<file path="config.mk">
export PLATFORM = sky130hd
export DESIGN_NAME = dffsnq_preset_sequencer
export DESIGN_NICKNAME = d
export VERILOG_FILES = /design/src/rtl/dffsnq_preseq_pkg.sv /design/src/rtl/dffsnq_preseq_timer.sv /design/src/rtl/dffsnq_preset_sequencer.sv
export SDC_FILE = /design/constraint.sdc
export NUM_CORES = 1
export LEC_CHECK = 0
export BUFFER_PORTS_ARGS = -buffer_cell sky130_fd_sc_hd__buf_2
export CORE_MARGIN = 1.5
export CORE_UTILIZATION = 35
export DETAILED_ROUTE_END_ITERATION = 7
export RECOVER_POWER = 100
export SYNTH_ARGS = -nofsm -noshare
export SYNTH_HDL_FRONTEND = slang
export SYNTH_SLANG_ARGS = --single-unit
export TNS_END_PERCENT = 100
</file>
<file path="constraint.sdc">
create_clock -name CLK -period 2.5 [get_ports CLK]
set_clock_uncertainty 0.2 [all_clocks]
set_input_delay 0.5 -clock CLK [delete_from_list [all_inputs] [get_ports CLK]]
set_output_delay 0.5 -clock CLK [all_outputs]
set_load 0.01 [all_outputs]
</file>
<file path="src/rtl/dffsnq_preseq_pkg.sv">
// Shared types and constants for the SETN preset sequencer.
package dffsnq_preseq_pkg;

    typedef enum logic [1:0] {
        IDLE    = 2'd0,
        ASSERT  = 2'd1,
        RECOVER = 2'd2,
        DONE    = 2'd3
    } state_t;

    localparam int PW_DEF  = 3;
    localparam int REC_DEF = 2;

    // Wide enough to hold the longest phase length without wrapping.
    function automatic int tmr_w(input int pw, input int rec);
        return $clog2(((pw > rec) ? pw : rec) + 1);
    endfunction

endpackage

</file>
<file path="src/rtl/dffsnq_preseq_timer.sv">
// Loadable down-counter with a zero flag; it parks at zero rather than wrapping.
module dffsnq_preseq_timer #(
    parameter int W = 2
) (
    input  logic         clk,
    input  logic         rst,
    input  logic         load,
    input  logic [W-1:0] load_val,
    output logic         zero
);

    logic [W-1:0] cnt;

    always_ff @(posedge clk) begin
        if (rst)
            cnt <= '0;
        else if (load)
            cnt <= load_val;
        else if (cnt != '0)
            cnt <= cnt - 1'b1;
    end

    assign zero = (cnt == '0);

endmodule

</file>
<file path="src/rtl/dffsnq_preset_sequencer.sv">
// Presets NGRP set-type flop groups one at a time: SETN pulse, then a recovery window with CKEN low.
// Define DFFSNQ_PRESEQ_MASK_EN to add the MASK port for skipping groups.
module dffsnq_preset_sequencer
    import dffsnq_preseq_pkg::*;
#(
    parameter int NGRP = 4,
    parameter int PW   = PW_DEF,
    parameter int REC  = REC_DEF
) (
    input  logic            CLK,
    input  logic            RST,
    input  logic            REQ,
`ifdef DFFSNQ_PRESEQ_MASK_EN
    input  logic [NGRP-1:0] MASK,
`endif
    output logic            ACK,
    output logic            BUSY,
    output logic [NGRP-1:0] SETN,
    output logic [NGRP-1:0] CKEN
);

    localparam int TW = tmr_w(PW, REC);
    localparam int GW = (NGRP > 1) ? $clog2(NGRP) : 1;

    state_t          state, state_nx;
    logic [GW-1:0]   grp, grp_nx;
    logic [NGRP-1:0] msk, msk_nx, mask_in;
    logic            tmr_load, tmr_zero;
    logic [TW-1:0]   tmr_val;
    logic [GW:0]     srch;
    logic [NGRP-1:0] setn_nx, cken_nx;
    logic            ack_nx, busy_nx;

`ifdef DFFSNQ_PRESEQ_MASK_EN
    assign mask_in = MASK;
`else
    assign mask_in = '0;
`endif

    // Lowest unmasked group at or above lo; MSB flags whether one exists.
    function automatic logic [GW:0] first_free(input logic [NGRP-1:0] m, input int lo);
        logic [GW:0] r;
        r = '0;
        for (int i = NGRP - 1; i >= 0; i--)
            if (i >= lo && !m[i])
                r = {1'b1, GW'(i)};
        return r;
    endfunction

    dffsnq_preseq_timer #(.W(TW)) u_timer (
        .clk      (CLK),
        .rst      (RST),
        .load     (tmr_load),
        .load_val (tmr_val),
        .zero     (tmr_zero)
    );

    always_comb begin
        state_nx = state;
        grp_nx   = grp;
        msk_nx   = msk;
        srch     = '0;
        unique case (state)
            IDLE: if (REQ) begin
                msk_nx = mask_in;
                srch   = first_free(mask_in, 0);
                if (srch[GW]) begin
                    state_nx = ASSERT;
                    grp_nx   = srch[GW-1:0];
                end else begin
                    state_nx = DONE;
                end
            end
            ASSERT: if (tmr_zero)
                state_nx = RECOVER;
            RECOVER: if (tmr_zero) begin
                srch = first_free(msk, int'(grp) + 1);
                if (srch[GW]) begin
                    state_nx = ASSERT;
                    grp_nx   = srch[GW-1:0];
                end else begin
                    state_nx = DONE;
                end
            end
            DONE: if (!REQ)
                state_nx = IDLE;
            default: state_nx = IDLE;
        endcase
    end

    // Every transition (including RECOVER -> ASSERT) is a state change, so reload on change.
    always_comb begin
        tmr_load = (state_nx != state);
        tmr_val  = '0;
        if (state_nx == ASSERT)
            tmr_val = TW'(PW - 1);
        else if (state_nx == RECOVER)
            tmr_val = TW'(REC - 1);
    end

    // Outputs are decoded from the next state so the registered pins line up with the FSM.
    always_comb begin
        setn_nx = '1;
        cken_nx = '1;
        ack_nx  = (state_nx == DONE);
        busy_nx = (state_nx == ASSERT) || (state_nx == RECOVER);
        if (state_nx == ASSERT) begin
            setn_nx[grp_nx] = 1'b0;
            cken_nx[grp_nx] = 1'b0;
        end else if (state_nx == RECOVER) begin
            cken_nx[grp_nx] = 1'b0;
        end
    end

    always_ff @(posedge CLK) begin
        if (RST) begin
            state <= IDLE;
            grp   <= '0;
            msk   <= '0;
            SETN  <= '1;
            CKEN  <= '1;
            ACK   <= 1'b0;
            BUSY  <= 1'b0;
        end else begin
            state <= state_nx;
            grp   <= grp_nx;
            msk   <= msk_nx;
            SETN  <= setn_nx;
            CKEN  <= cken_nx;
            ACK   <= ack_nx;
            BUSY  <= busy_nx;
        end
    end

endmodule

</file>
==> insert_results.sql, run 1 <==
INSERT INTO impl_metrics (metric_group, metric, value, unit) VALUES
('timing', 'fmax', '494', 'MHz'),
('synth', 'synth_edf_count', '0', ''),
('power_and_ir_drop', 'static-leakage-power', '0.315', 'nW'),
('clock_network', 'ctsHoldBuffers', '0', ''),
('floorplan', 'core_region_area', '2020', 'µm²'),
('synth', 'dominant_register_cell_in_the_synthesized_netlist', 'dfxtp_1', ''),
('route', 'wire_per_inst', '12.3', 'µm'),
('floorplan', 'die_width', '50.1', 'µm'),
('floorplan', 'floorplan.die_area', '2510', 'µm²'),
('finish', 'drive_above_1_share', '10.1', '%'),
('critical_path', 'cpPeakStageDelay', '480', 'ps'),
('power_and_ir_drop', 'p_total', '0.981', 'mW'),
('floorplan', 'boundaryPins', '13', ''),
('timing', 'finalWorstPathRequiredPeriod', '2020', 'ps'),
('hold_path', 'whs_path_depth', '2', ''),
('timing', 'grt_setup_unrepaired', 'no', ''),
('synth', 'synth.cell_area', '776', 'µm²'),
('finish', 'antenna-diode-count', '0', ''),
('timing', 'finalHoldViolations', '0', ''),
('clock_network', 'path_clk_slew', '110', 'ps'),
('timing', 'setup_total_negative_slack', '0', 'ps'),
('hold_path', 'worstHoldPathType', 'in2reg', ''),
('floorplan', 'initial_core_util', '38.4', '%'),
('critical_path', 'timing.critical_path.required', '2520', 'ps'),
('critical_path', 'critical_path.reg2reg.startpoint', 'u_timer.cnt[0]', ''),
('critical_path', 'critical_path_cell_with_the_highest_stage_delay', 'or4b_1', ''),
('outcome', 'status', 'complete, no violations', ''),
('synth', 'synth-seq-area-share', '41.3', '%'),
('global_routing', 'grt_pass1_wl', '2390', 'µm'),
('clock_network', 'cts_tree', 'done', ''),
('critical_path', 'critPathKind', 'reg2reg', ''),
('timing', 'fraction_of_the_cycle_the_final_worst_path_needs', '81.0', '%'),
('critical_path', 'crit_path_start_kind', 'flip-flop', ''),
('timing', 'timing.max_slew.rel_slack', '57.0', '%'),
('route', 'vias_per_cell', '5.25', ''),
('synth', 'yosysWarnings', '0', ''),
('route', 'drtPass1Iterations', '4', ''),
('clock_network', 'numClockSinks', '16', ''),
('timing', 'transition_time_at_the_pin_with_the_least_slew_margin', '643', 'ps'),
('global_routing', 'first_global_vias', '514', ''),
('clock_network', 'clockRootBuffer', 'clkbuf_4', ''),
('route', 'number_of_nets_still_failing_antenna_checks_after_routing', '0', ''),
('critical_path', 'cp_data_arrival_time', '2050', 'ps'),
('job', 'cap_violations', '0', ''),
('synth', 'syn_inst', '88', ''),
('clock_network', 'max-clock-path-buffers', '2', ''),
('global_routing', 'globalRouteOverflowTotal', '0', ''),
('finish', 'areaGrowthSynthToFinish', '11.6', '%'),
('critical_path', 'timing.reg2reg.setup_slack', '480', 'ps'),
('power_and_ir_drop', 'cellPowerDensity', '1130', 'nW/µm²'),
('clock_network', 'clkLatencyLatePin', '300', 'ps'),
('clock_network', 'cts_htree_levels', '1', ''),
('clock_network', 'cts.repair_timing.setup_buffer_count', '0', ''),
('timing', 'layout_setup_ws', '476', 'ps'),
('hold_path', 'worstHoldEndpoint', 'state[0]', ''),
('synth', 'synth.net_count', '93', ''),
('synth', 'ys_ff_latch', '16', ''),
('critical_path', 'cp-startpoint', 'u_timer.cnt[0]', ''),
('synth', 'yosysUniqueCellTypes', '37', ''),
('timing', 'finalSetupViolations', '0', ''),
('hold_path', 'hold_start', 'RST', ''),
('synth', 'synth-async-reset-ratio', '0', '%'),
('route', 'via_count', '662', ''),
('finish', 'final_cells', '126', ''),
('synth', 'syn_avg_cell_area', '8.82', 'µm²'),
('global_routing', 'grt_antenna_before_repair', '0', ''),
('critical_path', 'path_cells', 'inv_1 > ha_1 > a21boi_4 > or4b_1 > a211o_1 > o31ai_1', ''),
('critical_path', 'crit_path_end_kind', 'flip-flop', ''),
('floorplan', 'fp-row-count', '16', ''),
('place', 'count_of_placed_standard_cells_including_taps', '122', ''),
('place', 'dp_worst_setup_slack', '524', 'ps');
-- Yosys cell counts (2+ instances only) --
cell type  count  area [µm²]
dfxtp_1       16         320
nand2_1       12        45.0
a21oi_1        6        30.0
nor2_1         6        22.5
o21ai_0        6        30.0
clkbuf_1       4        15.0
inv_1          3        11.3
a211o_1        2        17.5
ha_1           2        25.0
nand2b_1       2        12.5
nand3b_1       2        15.0
o21a_1         2        15.0
-- through the flow --
| stage | util (%) | instance area, µm² |
|---|---|---|
| 4_1_cts | 43.8 | 886 |
| 3_5_place_dp | 42.0 | 850 |
| 6_report | 42.8 | 866 |
| 2_1_floorplan | - | 776 |
| 3_3_place_gp | 42.0 | 850 |
| 5_1_grt | 42.8 | 866 |
-- final cells by class --
| type | count | area, µm² |
|---|---|---|
| clock buffers | 4 | 36.3 |
| fillers | 217 | 1160 |
| inverters | 3 | 11.3 |
| multi-input cells | 63 | 409 |
| flip-flops and latches | 16 | 320 |
| well taps | 27 | 33.8 |
| repair buffers | 13 | 55.1 |
-- state kept, by name (all words and copies together), names as in the netlist --
| signal | cells |
|---|---|
| CKEN | 4 |
| BUSY | 1 |
| state | 2 |
| ACK | 1 |
| u_timer.cnt | 2 |
| SETN | 4 |
| grp | 2 |
-- how the worst max path moves through the flow --
stage	to	cells past startpoint
4_1_cts	u_timer.cnt[0]	6
5_1_grt	u_timer.cnt[0]	6
6_report	u_timer.cnt[0]	6
3_3_place_gp	u_timer.cnt[0]	6
2_1_floorplan	u_timer.cnt[0]	6
3_5_place_dp	u_timer.cnt[0]	6
-- layout by cell type (no fill, tap or decap), types with 2 or more instances in the layout --
cell type | Yosys | routed
a21oi_1 | 6 | 6
nand2b_1 | 2 | 2
clkbuf_1 | 4 | 10
o21ai_0 | 6 | 6
a211o_1 | 2 | 2
nand2_1 | 12 | 12
nor2_1 | 6 | 6
clkbuf_4 | 0 | 3
o32ai_1 | 1 | 2
dfxtp_1 | 16 | 16
o21a_1 | 2 | 2
inv_1 | 3 | 3
nand3b_1 | 2 | 2
ha_1 | 2 | 2
buf_2 | 1 | 2
-- kinds of logic (layout without fill, tap and decap cells) --
kind of cell               Yosys count  count (layout)  share of synthesized area [%]
and+or+nand+nor                     30              30                           20.5
buffers and inverters                9              20                           5.00
DFF                                 16              16                           41.3
xor gates and xnor gates             2               2                           2.26
AOI/OAI and AO/OA                   29              29                           27.7
adders and majority gates            2               2                           3.23
-- metal layers --
metal  vias up  routed length (µm)  global-route usage, %
met5         -                   0                      0
met4         0                  12                   4.17
met1       306                 759                   15.9
met3         2                 103                   5.45
li1        333                   -                      -
met2        21                 679                   20.0
-- worst max-delay path: cells and delay by family, from the launching register on --
family / cells / cell delay [ps]
simple gates: 1 / 480
buf+inv: 1 / 70
flops: 1 / 360
compound gates: 3 / 550
fa+ha+maj: 1 / 290
-- where the power goes --
part           internal, mW  total, mW  switching (mW)  leakage (nW)
sequential            0.307      0.358          0.0511         0.131
combinational         0.189      0.448           0.259         0.163
clock                0.0887      0.175          0.0859        0.0210
total                 0.584      0.981           0.396         0.315
No activity file was read; power rests on OpenSTA's default activity.
==> run 2, diff against run 1 <==
--- a/config.mk
+++ b/config.mk
@@ -5,6 +5,7 @@
 export SDC_FILE = /design/constraint.sdc
 export NUM_CORES = 1
 export LEC_CHECK = 0
+export ABC_AREA = 1
 export BUFFER_PORTS_ARGS = -buffer_cell sky130_fd_sc_hd__buf_2
 export CORE_MARGIN = 1.5
 export CORE_UTILIZATION = 35
==> constraint.sdc (replaced) <==
create_clock -name CLK -period 2 [get_ports CLK]
set_clock_uncertainty 0.2 [all_clocks]
set_input_delay 0.4 -clock CLK [delete_from_list [all_inputs] [get_ports CLK]]
set_output_delay 0.4 -clock CLK [all_outputs]
set_load 0.01 [all_outputs]
==> insert_results.sql, run 2 <==
INSERT INTO impl_metrics (metric_group, metric, value, unit) VALUES
('clock_network', 'number_of_resized_instances_in_the_post_cts_repair_step', '0', ''),
('synth', 'syn_avg_cell_area', '7.88', 'µm²'),
('timing', 'finalWorstPathRequiredPeriod', '1770', 'ps'),
('timing', 'setup_total_negative_slack', '0', 'ps'),
('synth', 'synthMuxAreaShare', '0', '%'),
('floorplan', 'die_width', '49.2', 'µm'),
('job', 'cap_violations', '0', ''),
('synth', 'synth.cell_area', '748', 'µm²'),
('power_and_ir_drop', 'cell_internal_pwr', '0.661', 'mW'),
('clock_network', 'cts_tree', 'done', ''),
('timing', 'grt_setup_unrepaired', 'no', ''),
('synth', 'synthXorXnorAreaFrac', '1.17', '%'),
('clock_network', 'cts_inserted_buffers', '3', ''),
('timing', 'finalSetupViolations', '0', ''),
('critical_path', 'crit_path_max_fanout', '8', ''),
('critical_path', 'crit_path_end_kind', 'flip-flop', ''),
('power_and_ir_drop', 'cellPowerDensity', '1440', 'nW/µm²'),
('clock_network', 'cts.repair_timing.setup_buffer_count', '0', ''),
('power_and_ir_drop', 'swShare', '44.2', '%'),
('finish', 'antenna-diode-count', '0', ''),
('global_routing', 'first_global_vias', '571', ''),
('route', 'drt_first_iter_violations', '4', ''),
('floorplan', 'floorplan.die_area', '2420', 'µm²'),
('finish', 'mostFrequentLayoutCell', 'nand2_1', ''),
('route', 'drtPass1Iterations', '4', ''),
('synth', 'yosysUniqueCellTypes', '21', ''),
('global_routing', 'global_route.usage.total', '11.8', '%'),
('timing', 'timing.max_slew.rel_slack', '75.2', '%'),
('timing', 'hold-worst-slack', '229', 'ps'),
('synth', 'ys_top_cells_by_area', 'dfxtp_1, nand2_1, inv_1, nand3_1, nor2_1', ''),
('timing', 'finalHoldViolations', '0', ''),
('hold_path', 'whs_path_depth', '2', ''),
('route', 'via_count', '598', ''),
('synth', 'synthTopCellsByCount', 'nand2_1, dfxtp_1, inv_1', ''),
('finish', 'registers_with_the_most_flip_flops', 'CKEN x4, SETN x4', ''),
('floorplan', 'core_region_area', '1980', 'µm²'),
('synth', 'synth_top_family_by_area', 'simple AND/OR/NAND/NOR gates', ''),
('global_routing', 'maximum_number_of_pins_on_one_net_before_global_route_repair', '9', ''),
('hold_path', 'worstHoldPathType', 'in2reg', ''),
('place', 'dpl.hpwl', '1020', 'µm'),
('outcome', 'status', 'complete, no violations', ''),
('power_and_ir_drop', 'power.net_switching', '0.524', 'mW'),
('place', 'place_congestion', '0.769', ''),
('timing', 'maxSlewViolCount', '0', ''),
('synth', 'ys_ff_latch', '16', ''),
('floorplan', 'die_height', '49.2', 'µm'),
('global_routing', 'grt_pass1_wl', '2240', 'µm'),
('synth', 'netlist.top_cell.by_area', 'dfxtp_1', ''),
('synth', 'synth_edf_count', '0', ''),
('route', 'routed_wirelength', '1270', 'µm'),
('power_and_ir_drop', 'p_clk_share', '13.0', '%'),
('synth', 'yosysWarnings', '0', ''),
('synth', 'synth-async-reset-ratio', '0', '%'),
('finish', 'layout_common_cells', 'nand2_1, dfxtp_1, inv_1', ''),
('global_routing', 'grt_antenna_before_repair', '0', ''),
('clock_network', 'clockRootBuffer', 'clkbuf_4', ''),
('critical_path', 'timing.critical_path.required', '1960', 'ps'),
('finish', 'finish.net_count', '115', ''),
('critical_path', 'crit_path_start_kind', 'flip-flop', ''),
('synth', 'synth-compound-area-share', '5.69', '%'),
('clock_network', 'max-clock-path-buffers', '2', ''),
('synth', 'post-synth-top-count-cell', 'nand2_1', ''),
('critical_path', 'rr_worst_depth', '9', ''),
('route', 'number_of_nets_still_failing_antenna_checks_after_routing', '0', ''),
('synth', 'synth-seq-area-share', '42.8', '%'),
('finish', 'drive_above_1_share', '16.7', '%'),
('synth', 'netlist.area_leader.share', '42.8', '%'),
('synth', 'yosys.area_share.simple', '37.6', '%'),
('clock_network', 'clkLatencyLatePin', '270', 'ps'),
('place', 'place.port_buffers', '12', ''),
('finish', 'areaGrowthSynthToFinish', '9.87', '%'),
('synth', 'synth.net_count', '100', ''),
('synth', 'syn_inst', '95', ''),
('clock_network', 'cts_htree_levels', '1', ''),
('floorplan', 'boundaryPins', '13', ''),
('finish', 'final.fill_count', '212', ''),
('critical_path', 'critPathKind', 'reg2reg', ''),
('route', 'drc', '0', ''),
('global_routing', 'globalRouteOverflowTotal', '0', ''),
('power_and_ir_drop', 'power.sequential.fraction', '36.7', '%'),
('power_and_ir_drop', 'vdd_ir_drop_max', '0.542', 'mV'),
('synth', 'dominant_register_cell_in_the_synthesized_netlist', 'dfxtp_1', ''),
('power_and_ir_drop', 'p_comb_share', '50.3', '%'),
('route', 'wire_per_inst', '9.37', 'µm'),
('clock_network', 'path_clk_slew', '80', 'ps'),
('timing', 'fraction_of_the_cycle_the_final_worst_path_needs', '88.7', '%'),
('floorplan', 'initial_core_util', '37.8', '%'),
('clock_network', 'ctsHoldBuffers', '0', ''),
('clock_network', 'numClockSinks', '16', ''),
('power_and_ir_drop', 'static-leakage-power', '0.365', 'nW'),
('timing', 'transition_time_at_the_pin_with_the_least_slew_margin', '372', 'ps'),
('timing', 'fmax', '563', 'MHz'),
('critical_path', 'cp_data_arrival_time', '1740', 'ps'),
('floorplan', 'fp-row-count', '16', ''),
('synth', 'post_synthesis_share_of_cell_area_spent_on_full_adders_half_adders_and_majority_gates', '3.34', '%'),
('finish', 'final_core_utilization', '41.5', '%'),
('route', 'vias_per_cell', '4.43', '');
[run 2: area by class of cell]
type / instances / area, µm² / area share (%)
Clock buffer: 3 / 22.5 / 2.74
Inverter: 14 / 55.1 / 6.70
Multi-Input combinational cell: 63 / 343 / 41.7
Sequential cell: 16 / 320 / 39.0
Tap cell: 27 / 33.8 / 4.11
Timing Repair Buffer: 12 / 47.5 / 5.78
[run 2: cell families after synthesis]
logic type | count (synthesis)
xor gates and xnor gates | 1
DFF | 16
AOI/OAI and AO/OA | 6
adders and majority gates | 2
and+or+nand+nor | 54
buffers and inverters | 16
[run 2: worst paths after layout]
kind	startpoint	endpoint	slack, ps
worst max-delay path	state[0]	CKEN[1]	230
worst min-delay path	RST	state[0]	230
worst max register to register	state[0]	CKEN[1]	230
worst min register to register	u_timer.cnt[1]	u_timer.cnt[1]	430
[run 2: stage by stage]
step                instances  instance area [µm²]  power (mW)  setup WS [ps]
detailed placement        132                  827        1.07            270
global placement          132                  827        1.06            311
CTS                       135                  850        1.23            244
global route              135                  822        1.30           72.6
floorplan                  95                  748       0.960            410
finish                    135                  822        1.19            225
[run 2: worst max-delay path: stages, from the launching register on]
cell     delay, ps
dfxtp_1        550
inv_4           80
nand2_1        130
nand2_2         80
nand2_4         70
nand2_1        110
inv_2          110
nand3_4         80
a21oi_4        170
nand2_1         80
[run 2: power groups by stage]
stage	Clock [mW]	Sequential, mW	Combinational, mW
2_1_floorplan	0	0.437	0.524
3_3_place_gp	0	0.439	0.623
3_5_place_dp	0	0.441	0.631
4_1_cts	0.160	0.433	0.635
5_1_grt	0.177	0.441	0.679
6_report	0.154	0.434	0.596
[run 2: routing by layer]
metal	track usage [%]	wire length, µm	vias up
met5	0	0	-
met4	2.86	0	0
met3	4.91	66	0
met2	19.8	594	8
met1	13.9	604	262
li1	-	-	328
==> run 3, diff against run 2 <==
--- a/config.mk
+++ b/config.mk
@@ -10,7 +10,7 @@
 export CORE_MARGIN = 1.5
 export CORE_UTILIZATION = 35
 export DETAILED_ROUTE_END_ITERATION = 7
-export RECOVER_POWER = 100
+export PLACE_DENSITY = 0.51
 export SYNTH_ARGS = -nofsm -noshare
 export SYNTH_HDL_FRONTEND = slang
 export SYNTH_SLANG_ARGS = --single-unit
==> insert_results.sql, run 3 (same netlist as run 2, synthesis figures left out) <==
INSERT INTO impl_metrics (metric_group, metric, value, unit) VALUES
('timing', 'maxSlewViolCount', '0', ''),
('critical_path', 'rr_worst_depth', '9', ''),
('power_and_ir_drop', 'cellPowerDensity', '1470', 'nW/µm²'),
('critical_path', 'timing.critical_path.required', '1970', 'ps'),
('clock_network', 'clkLatencyLatePin', '280', 'ps'),
('hold_path', 'hold_start', 'RST', ''),
('route', 'via_count', '597', ''),
('timing', 'fraction_of_the_cycle_the_final_worst_path_needs', '87.4', '%'),
('finish', 'layout_common_cells', 'nand2_1, dfxtp_1, buf_2', ''),
('place', 'place_congestion', '0.775', ''),
('floorplan', 'floorplan.die_area', '2420', 'µm²'),
('critical_path', 'crit_path_end_kind', 'flip-flop', ''),
('floorplan', 'fp-row-count', '16', ''),
('place', 'dpl.hpwl', '1030', 'µm'),
('finish', 'mostFrequentLayoutCell', 'nand2_1', ''),
('clock_network', 'max-clock-path-buffers', '2', ''),
('finish', 'multi_input_comb_area', '358', 'µm²'),
('floorplan', 'initial_core_util', '37.8', '%'),
('clock_network', 'cts_htree_levels', '1', ''),
('job', 'cap_violations', '0', ''),
('floorplan', 'die_width', '49.2', 'µm'),
('finish', 'final.fill_count', '196', ''),
('place', 'placedInstanceArea', '827', 'µm²'),
('route', 'wire_per_inst', '8.93', 'µm'),
('critical_path', 'critical-path-top-delay-family', 'simple AND/OR/NAND/NOR gates', ''),
('critical_path', 'path_cells', 'inv_1 > ha_1 > nand2_1 > nand2_1 > nand3_2 > nand2_1 > nand2_2 > a21oi_4 > nand2_1', ''),
('global_routing', 'global_route.usage.total', '11.4', '%'),
('clock_network', 'number_of_resized_instances_in_the_post_cts_repair_step', '0', ''),
('timing', 'finalHoldViolations', '0', ''),
('finish', 'seqCellArea', '320', 'µm²'),
('clock_network', 'clockRootBuffer', 'clkbuf_4', ''),
('timing', 'grt_setup_unrepaired', 'no', ''),
('floorplan', 'core_region_area', '1980', 'µm²'),
('power_and_ir_drop', 'vdd_ir_drop_max', '0.569', 'mV'),
('floorplan', 'boundaryPins', '13', ''),
('critical_path', 'reg2reg_capture_point', 'CKEN[3]', ''),
('global_routing', 'first_global_vias', '534', ''),
('finish', 'areaGrowthSynthToFinish', '15.4', '%'),
('timing', 'setup_total_negative_slack', '0', 'ps'),
('outcome', 'status', 'complete, no violations', ''),
('hold_path', 'worstHoldEndpoint', 'grp[1]', ''),
('global_routing', 'grt_antenna_before_repair', '0', ''),
('critical_path', 'critical_path.reg2reg.startpoint', 'u_timer.cnt[0]', ''),
('hold_path', 'worstHoldPathType', 'in2reg', ''),
('critical_path', 'critPathKind', 'reg2reg', ''),
('timing', 'timing.max_slew.rel_slack', '76.9', '%'),
('timing', 'finalSetupViolations', '0', ''),
('clock_network', 'cts_tree', 'done', ''),
('route', 'drtPass1Iterations', '4', ''),
('hold_path', 'whs_path_depth', '2', ''),
('critical_path', 'path_buf_inv', '1', ''),
('route', 'routed_wirelength', '1220', 'µm'),
('critical_path', 'crit_path_start_kind', 'flip-flop', ''),
('critical_path', 'cp_data_arrival_time', '1720', 'ps'),
('finish', 'drive_above_1_share', '29.4', '%'),
('global_routing', 'maximum_number_of_pins_on_one_net_before_global_route_repair', '10', ''),
('timing', 'finalWorstPathRequiredPeriod', '1750', 'ps'),
('finish', 'registers_with_the_most_flip_flops', 'CKEN x4, SETN x4', ''),
('timing', 'transition_time_at_the_pin_with_the_least_slew_margin', '346', 'ps'),
('clock_network', 'ctsHoldBuffers', '0', ''),
('power_and_ir_drop', 'static-leakage-power', '0.397', 'nW'),
('critical_path', 'cpPeakStageDelay', '330', 'ps'),
('critical_path', 'timing.reg2reg.setup_slack', '250', 'ps'),
('clock_network', 'cts_inserted_buffers', '3', ''),
('finish', 'finish.net_count', '115', ''),
('critical_path', 'critical_path_cell_with_the_highest_stage_delay', 'dfxtp_1', ''),
('place', 'place.port_buffers', '12', ''),
('clock_network', 'numClockSinks', '16', ''),
('critical_path', 'crit_path_max_fanout', '6', ''),
('floorplan', 'die_height', '49.2', 'µm'),
('clock_network', 'path_clk_slew', '80', 'ps'),
('critical_path', 'crit_top_cell', 'nand2_1', ''),
('timing', 'fmax', '572', 'MHz'),
('finish', 'antenna-diode-count', '0', ''),
('route', 'drt_first_iter_violations', '7', ''),
('clock_network', 'cts.repair_timing.setup_buffer_count', '0', ''),
('global_routing', 'globalRouteOverflowTotal', '0', ''),
('finish', 'fin_area', '863', 'µm²'),
('route', 'number_of_nets_still_failing_antenna_checks_after_routing', '0', ''),
('global_routing', 'grt_pass1_wl', '2120', 'µm'),
('route', 'vias_per_cell', '4.39', ''),
('route', 'drc', '0', '');
run 3: changes by cell type in the layout (fill, tap and decap cells not counted):
cell / previous run / this run
nand2_2: 4 / 5
buf_2: 2 / 12
nand3_1: 8 / 7
clkbuf_1: 10 / 0
nand2_1: 24 / 22
clkbuf_8: 0 / 1
nand2_4: 1 / 2
nand3_2: 2 / 3
run 3: where the power goes:
group	internal (mW)	switching (mW)
Sequential	0.385	0.0456
Combinational	0.226	0.406
Clock	0.111	0.0913
Total	0.722	0.543
run 3: worst max path at each step:
stage                               from  cells past startpoint  slack (ps)      end
after floorplan           u_timer.cnt[0]                      9         410  CKEN[0]
after global placement    u_timer.cnt[0]                      7         290  CKEN[3]
after detailed placement  u_timer.cnt[0]                      9         260  CKEN[3]
after CTS                 u_timer.cnt[0]                      9         250  CKEN[3]
after global routing      u_timer.cnt[0]                      9         110  CKEN[3]
final                     u_timer.cnt[0]                      9         250  CKEN[3]
run 3: layout make-up:
class,count,area share (%)
multi-input combinational,63,41.4
inverter,14,6.38
sequential,16,37.1
timing repair buffer,12,6.96
tap,27,3.91
clock buffer,4,4.20
run 3: metal layers:
layer	GRT usage (%)	vias to the layer above	share of wire, %
met2	18.0	9	45
met4	2.86	0	0
li1	-	324	-
met5	0	-	0
met3	4.91	0	5.6
met1	14.2	264	49
run 3: worst register-to-register path: cells and delay by family (launching register included):
family                     cells  cell delay (ps)
AOI/OAI and AO/OA              1              200
and+or+nand+nor                6              570
DFF                            1              330
buffers and inverters          1               70
adders and majority gates      1              260
run 3: per-stage QoR:
step | setup WS, ps | std cells | util, % | hold WS (ps) | power (mW)
global placement | 294 | 132 | 41.7 | 407 | 1.07
finish | 253 | 136 | 43.6 | 220 | 1.27
global route | 112 | 136 | 43.6 | 220 | 1.39
floorplan | 410 | 95 | - | 346 | 0.960
CTS | 246 | 136 | 43.6 | 220 | 1.28
detailed placement | 261 | 132 | 41.7 | 387 | 1.08
